**config.mk**
```make
export PLATFORM = sky130hd
export DESIGN_NAME = rf_write_arbiter
export DESIGN_NICKNAME = d
export VERILOG_FILES = /design/src/rtl/rf_write_arbiter.sv
export SDC_FILE = /design/constraint.sdc
export NUM_CORES = 1
export LEC_CHECK = 0
export BUFFER_PORTS_ARGS = -buffer_cell sky130_fd_sc_hd__buf_2
export CAP_MARGIN = 10
export CORE_MARGIN = 1
export CORE_UTILIZATION = 50
export CTS_CLUSTER_SIZE = 16
export DETAILED_ROUTE_END_ITERATION = 6
export PLACE_DENSITY = 0.72
export SYNTH_ARGS = -nofsm -noshare
export SYNTH_HDL_FRONTEND = slang
export SYNTH_SLANG_ARGS = --single-unit
```
**constraint.sdc**
```tcl
create_clock -name clk -period 3.8 [get_ports clk]
set_clock_uncertainty 0.2 [all_clocks]
set_input_delay 0.76 -clock clk [delete_from_list [all_inputs] [get_ports clk]]
set_output_delay 0.76 -clock clk [all_outputs]
set_load 0.02 [all_outputs]
```
**src/rtl/rf_write_arbiter.sv**
```systemverilog
// rf_write_arbiter: merges pipeline writeback and buffered mult/div results onto one register file write port
module rf_write_arbiter #(
  parameter int DEPTH      = 4,
  parameter int AW         = 2,
  parameter int STARVE_MAX = 3
) (
  input  logic          clk,
  input  logic          reset,
  input  logic          pl_wr,
  input  logic [4:0]    pl_addr,
  input  logic [31:0]   pl_data,
  output logic          pl_stall,
  input  logic          md_issue,
  input  logic [4:0]    md_issue_addr,
  input  logic          md_valid,
  output logic          md_ready,
  input  logic [4:0]    md_addr,
  input  logic [31:0]   md_data,
  output logic          rf_wr,
  output logic [4:0]    rf_addr,
  output logic [31:0]   rf_data,
  input  logic [4:0]    q_addr1,
  input  logic [4:0]    q_addr2,
  output logic          q_busy1,
  output logic          q_busy2,
  output logic [AW:0]   fifo_count
);
  localparam int SW = $clog2(STARVE_MAX + 1);
  localparam logic [AW:0] FULL = (AW+1)'(DEPTH);
  localparam logic [SW-1:0] SMAX = SW'(STARVE_MAX);
  logic [4:0]    fifo_addr [DEPTH];
  logic [31:0]   fifo_data [DEPTH];
  logic [AW-1:0] wr_ptr, rd_ptr;
  logic [SW-1:0] starve_cnt;
  logic [31:0]   busy;
  logic          empty, pl_req, push, forced, pop, pl_win;
  logic [4:0]    head_addr;
  logic [31:0]   head_data, set_mask, clr_mask;
  always_comb begin
    empty     = fifo_count == '0;
    md_ready  = fifo_count < FULL;
    push      = md_valid && md_ready && |md_addr;
    pl_req    = pl_wr && |pl_addr;
    forced    = !empty && starve_cnt == SMAX;
    pop       = !empty && (forced || !pl_req);
    pl_win    = pl_req && !forced;
    pl_stall  = pl_req && forced;
    head_addr = fifo_addr[rd_ptr];
    head_data = fifo_data[rd_ptr];
    set_mask  = (md_issue && |md_issue_addr) ? 32'(1) << md_issue_addr : '0;
    clr_mask  = pop ? 32'(1) << head_addr : '0;
    q_busy1   = |q_addr1 && busy[q_addr1];
    q_busy2   = |q_addr2 && busy[q_addr2];
  end
  always_ff @(posedge clk) begin
    if (push) begin
      fifo_addr[wr_ptr] <= md_addr;
      fifo_data[wr_ptr] <= md_data;
    end
  end
  // set_mask is applied after clr_mask so a same-cycle issue keeps the register busy
  always_ff @(posedge clk) begin
    if (!reset) begin
      rf_wr      <= 1'b0;
      rf_addr    <= '0;
      rf_data    <= '0;
      fifo_count <= '0;
      wr_ptr     <= '0;
      rd_ptr     <= '0;
      starve_cnt <= '0;
      busy       <= '0;
    end else begin
      rf_wr <= pop || pl_win;
      if (pop) begin
        rf_addr <= head_addr;
        rf_data <= head_data;
      end else if (pl_win) begin
        rf_addr <= pl_addr;
        rf_data <= pl_data;
      end
      if (push) wr_ptr <= wr_ptr + AW'(1);
      if (pop) rd_ptr <= rd_ptr + AW'(1);
      fifo_count <= fifo_count + (AW+1)'(push) - (AW+1)'(pop);
      starve_cnt <= (empty || pop) ? '0 : (pl_win && starve_cnt != SMAX) ? starve_cnt + SW'(1) : starve_cnt;
      busy       <= (busy & ~clr_mask) | set_mask;
    end
  end
endmodule

```
Yosys cells after proc, flatten, opt, wreduce, memory -nomap -nowiden
Memories as Yosys holds them, arrays and structs flattened. A register that Yosys moved wholly into a read port is not among the register bits.
Cells that the tools add are included.
- register bits: 79
- bits in writable memories: 148
- input port bits: 94
- output and inout port bits: 45
- logic and storage cells: 67
- memories: 2
- add/subtract/negate cells: 5
- $lt $le $gt $ge: 3
- equal/unequal tests: 2
- shift operators: 2
- muxes and demuxes: 16
- bitwise gates (word level): 4
- reduce and logical (&&, ||, !) cells: 25
- memory list (name ; words ; width ; read ports ; clocked after Yosys merged registers in ; wr ports ; RTL line ; text):
    fifo_data ; 4 ; 32 ; 1 ; 1 ; 1 ; 32 ; logic [31:0] fifo_data [DEPTH];
    fifo_addr ; 4 ; 5 ; 1 ; 1 ; 1 ; 31 ; logic [4:0] fifo_addr [DEPTH];
- operators with widths (kind ; number):
    32-bit 2-to-1 mux ; 4
    1-bit by 5-bit left shift with 32-bit output, first input constant ; 2
    32-bit AND ; 1
    32-bit NOT ; 1
    32-bit bitwise OR ; 1
    5-bit OR reduction ; 5
    5-bit by 6-bit < comparator with 1-bit output, second input constant ; 2
    1-bit logical AND ; 11
    1-bit binary-select mux with 5-bit select ; 2
    5-bit 2-to-1 mux ; 2
    2-bit 2-to-1 mux ; 4
    2-bit by 1-bit adder with 2-bit output, second input constant ; 3
    1-bit 2-to-1 mux ; 4
    3-bit by 1-bit adder with 3-bit output ; 1
    1-bit logical NOT ; 3
    3-bit logical NOT ; 1
    1-bit logical OR ; 3
    3-bit < comparator, second input constant ; 1
    3-bit by 1-bit subtractor with 3-bit output ; 1
    2-bit == test, second input constant ; 1
    2-bit != test, second input constant ; 1
    2-bit nonzero test ; 1
    2-bit OR reduction ; 1
    1-bit NOT ; 1

Longest topological paths before layout
- depth after elaboration: 9
- depth in mapped cells: 12
- depth with buffers taken out: 11

Worst setup path after synthesis
No wires, ideal clock.
- path type: input -> register
- start point: input md_addr[1]
- end point: register fifo_count[2]
- setup time: 0.128 ns
- arrival: 2.741 ns
- data required time: 3.472 ns
- path slack: 0.731 ns
- cell stages on the path: 10
- path buffers: 0
- cell sequence: or3_1 -> o311a_1 -> nor3_1 -> nand2b_1 -> ha_1 -> inv_1 -> fa_1 -> xnor2_1 -> xnor2_1 -> nor2_1
- longest elaborated chain between the ends: 4
- RTL lines (item ; RTL line ; text):
    start, declared ; 17 ; input logic [4:0] md_addr,
    5-bit OR reduction ; 42 ; push = md_valid && md_ready && |md_addr;
    1-bit logical AND ; 42 ;
    3-bit by 1-bit adder with 3-bit output ; 83 ; fifo_count <= fifo_count + (AW+1)'(push) - (AW+1)'(pop);
    3-bit by 1-bit subtractor with 3-bit output ; 83 ;
    end signal, assigned ; 83 ;
    end, declared ; 26 ; output logic [AW:0] fifo_count
No other way between the ends.
A chain may end at the register's enable or synchronous reset.

Worst setup path after layout
- start point: input q_addr2[0]
- end point: output q_busy2
- longest elaborated chain between the ends: 3
- elaborated cells on any way between the ends: 4
- those cells by class: 2 x mux; 2 x reduce/logical
- RTL lines (item ; RTL line ; text):
    start, declared ; 23 ; input logic [4:0] q_addr2,
    1-bit binary-select mux with 5-bit select ; 53 ; q_busy2 = |q_addr2 && busy[q_addr2];
    1-bit 2-to-1 mux (implied by the code) ; 53 ;
    1-bit logical AND (*) ; 53 ;
    end, declared ; 25 ; output logic q_busy2,
Every way passes the cells marked *; elsewhere a longest branch is shown, timed or not. The select of a mux whose other input is x is not followed.

==> out/qor.log <==
qor: sta.max_slew.worst_pin.slew 1.09 ns
qor: final_layout.area_growth_syn_to_layout 17.2%
qor: final_layout.layout.cells.most_common_list sky130_fd_sc_hd__edfxtp_1 (148), sky130_fd_sc_hd__buf_2 (138), sky130_fd_sc_hd__dfxtp_1 (78), sky130_fd_sc_hd__o21ai_0 (56), sky130_fd_sc_hd__mux4_2 (47)
qor: global_routing.grt_pass1_vias 6,675
qor: worst_setup_path.worstPathRequired 2.84 ns
qor: die.core_area 19,000 um^2
qor: power.switching_share 0.315
qor: status.status finished, final reports clean
qor: clock_network.clock_tree.root_cell sky130_fd_sc_hd__clkbuf_16
qor: place.place_hpwl 15,100 um
qor: die.dieWidth 142 um
qor: clock_network.clkLatencyLatePin 0.51 ns
qor: place.io_buffers 138
qor: power.power.combinational.fraction 0.265
qor: sta.fmax 325 MHz
qor: detailed_routing.totalWireLength 23,400 um
qor: yosys.synth.avg_cell_area 13.5 um^2
qor: yosys.synthDistinctLibCells 57
qor: sta.final_period_minus_worst_setup_slack 3.08 ns
qor: min_path.min_path_cells 1
qor: die.die_y 142 um
qor: sta.final-hold-violation-count 0
qor: yosys.ys_seq_elements 228
qor: die.initial_core_util 0.516
qor: yosys.synth_edf_count 148
qor: die.io_pins 139
qor: detailed_routing.vias_after_detailed_routing 6,775
qor: place.globalplace.congestion 0.845
qor: power.share_seq_of_total_power 0.423
qor: die.die-area 20,100 um^2
qor: final_layout.mostFrequentLayoutCell sky130_fd_sc_hd__edfxtp_1
qor: min_path.worst_hold_endpoint starve_cnt[0]
qor: clock_network.htree_num_levels 1
qor: yosys.syn_std_cell_area 9780 um^2
qor: yosys.yosys.area.top_type_share 0.454
qor: sta.timing.final.crit_share 0.810
qor: yosys.mappedNetlistNets 828
qor: detailed_routing.drc 0
qor: yosys.synth_top_flop_cell sky130_fd_sc_hd__edfxtp_1
qor: power.vdd_drop_max 0.445 mV
qor: yosys.netlist_top_cells_area sky130_fd_sc_hd__edfxtp_1 (45%), sky130_fd_sc_hd__dfxtp_1 (16%), sky130_fd_sc_hd__mux4_2 (11%)
qor: min_path.worst_hold_startpoint starve_cnt[0]
qor: place.post-place-ws 0.527 ns
qor: clock_network.clock_sink_count 228
qor: clock_network.cts_resized 0
qor: power.leakage 3.99 nW
qor: yosys.postSynth.asyncResetShare 0
qor: sta.setup-tns-final 0 ns
qor: worst_setup_path.arrival 2.12 ns
qor: global_routing.gr-total-overflow 0
qor: clock_network.cts.hold.buffers_added 0
qor: power.fin_total_pwr 7.46 mW
qor: yosys.synth_seq_area_share 0.618
qor: worst_setup_path.critPathLaunchType input pin
qor: detailed_routing.detailedRoute.firstIterationViolations 498
qor: power.power_frac_clock 0.312
qor: clock_network.cts_tree done
qor: flow_run.cap_viol_max_count 0
qor: detailed_routing.vias_per_cell 6.02
qor: worst_setup_path.critical_path.endpoint_type output port
qor: detailed_routing.drt-pass1-iter-count 5
qor: global_routing.grt_pass1_wl 36,600 um
qor: global_routing.grt_start_max_net_pins 55
qor: worst_setup_path.reg2reg_to fifo_count[2]
qor: worst_setup_path.r2r_setup_slk 0.84 ns
qor: power.power.internal 5.11 mW
qor: worst_setup_path.rr_worst_depth 12
qor: sta.grt_setup_unrepaired no
qor: sta.finalMaxSlewViolations 0
qor: power.p_sw 2.35 mW
qor: worst_setup_path.critical_path_class in -> out
qor: worst_setup_path.critical_path.reg2reg.startpoint starve_cnt[0]
qor: clock_network.clkSlewWorstSetupHoldPaths 0.06 ns
qor: die.fp-row-count 50
qor: clock_network.cts_buffers 23
qor: global_routing.total_routing_usage_gr 0.239
qor: final_layout.finish.net_count 946
qor: yosys.synth_cells 727
qor: yosys.yosys_warnings 0
qor: clock_network.clk_path_buf_depth 3
qor: clock_network.post-cts-setup-buffer-count 0
qor: sta.worst_slew_margin_rel 0.276
qor: final_layout.fraction_of_layout_instances_using_a_drive_strength_above_1 0.307
qor: sta.postLayoutSetupSlackWorst 0.722 ns
qor: yosys.yosys.area.top_type sky130_fd_sc_hd__edfxtp_1
qor: worst_setup_path.worstPathMaxFanout 10
qor: sta.setup_violations 0
qor: global_routing.number_of_antenna_violations_at_the_first_check_in_global_routing 4
qor: detailed_routing.postRouteAntennaNets 0
qor: min_path.hold_path.class reg -> reg
qor: detailed_routing.wl_per_cell 20.8 um
qor: power.cellPowerDensity 650 nW/um^2
-- power groups by stage --
| stage | Sequential [mW] | Clock (mW) | Combinational [mW] |
|---|---|---|---|
| 2_1_floorplan | 3.33 | 0 | 1.22 |
| 3_3_place_gp | 3.19 | 0 | 1.95 |
| 3_5_place_dp | 3.20 | 0 | 1.97 |
| 4_1_cts | 3.16 | 2.35 | 1.98 |
| 5_1_grt | 3.19 | 2.44 | 2.14 |
| 6_report | 3.15 | 2.33 | 1.98 |
-- sequential cells by signal (all words and copies together) (netlist names), named ones only --
signal,flops
wr_ptr,2
rf_addr,5
rf_data,32
fifo_count,3
fifo_data,128
busy,31
starve_cnt,2
rf_wr,1
rd_ptr,2
fifo_addr,20
-- per-layer routing --
metal / vias to the layer above / wire [um] / track usage
met1: 3367 / 9670 / 0.323
met4: 2 / 586 / 0.0855
li1: 3089 / - / -
met3: 42 / 1640 / 0.0351
met5: - / 13 / 0
met2: 275 / 11500 / 0.395
-- worst max-delay path by stage --
stage          slack (ns)             to  startpoint  cells past startpoint
2_1_floorplan        0.73  fifo_count[2]  md_addr[1]                     10
3_3_place_gp         0.53  fifo_count[2]  md_addr[1]                     11
3_5_place_dp         0.53  fifo_count[2]  md_addr[1]                     11
4_1_cts              0.70        q_busy2  q_addr2[0]                      6
5_1_grt              0.59        q_busy1  q_addr1[0]                      6
6_report             0.72        q_busy2  q_addr2[0]                      6
-- cell usage after synthesis (7+ instances only) --
cell type and instances:
sky130_fd_sc_hd__a21oi_1 31, sky130_fd_sc_hd__a311oi_1 29, sky130_fd_sc_hd__a31oi_1 16, sky130_fd_sc_hd__buf_1 7
sky130_fd_sc_hd__buf_2 17, sky130_fd_sc_hd__clkbuf_1 28, sky130_fd_sc_hd__dfxtp_1 80, sky130_fd_sc_hd__edfxtp_1 148
sky130_fd_sc_hd__inv_1 8, sky130_fd_sc_hd__mux2i_1 11, sky130_fd_sc_hd__mux4_2 47, sky130_fd_sc_hd__nand2_1 28
sky130_fd_sc_hd__nand2b_1 10, sky130_fd_sc_hd__nand3_1 33, sky130_fd_sc_hd__nor2_1 46, sky130_fd_sc_hd__nor3_1 38
sky130_fd_sc_hd__o21ai_0 56
-- cells by family (layout without fill, tap and decap cells) --
group,count (synthesis),count (layout),synth area share
simple gates,197,197,0.108
other cells,0,3,0
compound gates,167,167,0.111
xor+xnor,3,3,0.00269
buf+inv,65,200,0.0285
fa+ha+maj,7,7,0.00972
mux,60,60,0.122
flops,228,228,0.618
-- worst max-delay path, stage by stage --
cell and delay, ns:
sky130_fd_sc_hd__buf_2 0.23, sky130_fd_sc_hd__mux4_2 0.53, sky130_fd_sc_hd__mux2_2 0.27, sky130_fd_sc_hd__nand3b_1 0.09, sky130_fd_sc_hd__nand4_1 0.07, sky130_fd_sc_hd__buf_2 0.16
-- stage by stage --
stage / cells / util / instance area [um^2] / hold WS, ns
after global routing: 1125 / 0.605 / 11500 / 0.255
after global placement: 1080 / 0.563 / 10700 / 0.206
after detailed placement: 1080 / 0.563 / 10700 / 0.223
final: 1125 / 0.605 / 11500 / 0.239
after floorplan: 727 / - / 9780 / 0.199
after CTS: 1122 / 0.604 / 11500 / 0.232
-- layout make-up --
cell class                      instances  area, um^2
Clock buffer                           34         698
Antenna cell                            3        7.51
Fill cell                            1484        7490
Multi-Input combinational cell        434        3470
Clock inverter                          8        93.8
Sequential cell                       228        6050
Tap cell                              260         325
Inverter                                9        33.8
Timing Repair Buffer                  149         786
Note: power is estimated with default switching activity, not from simulation.
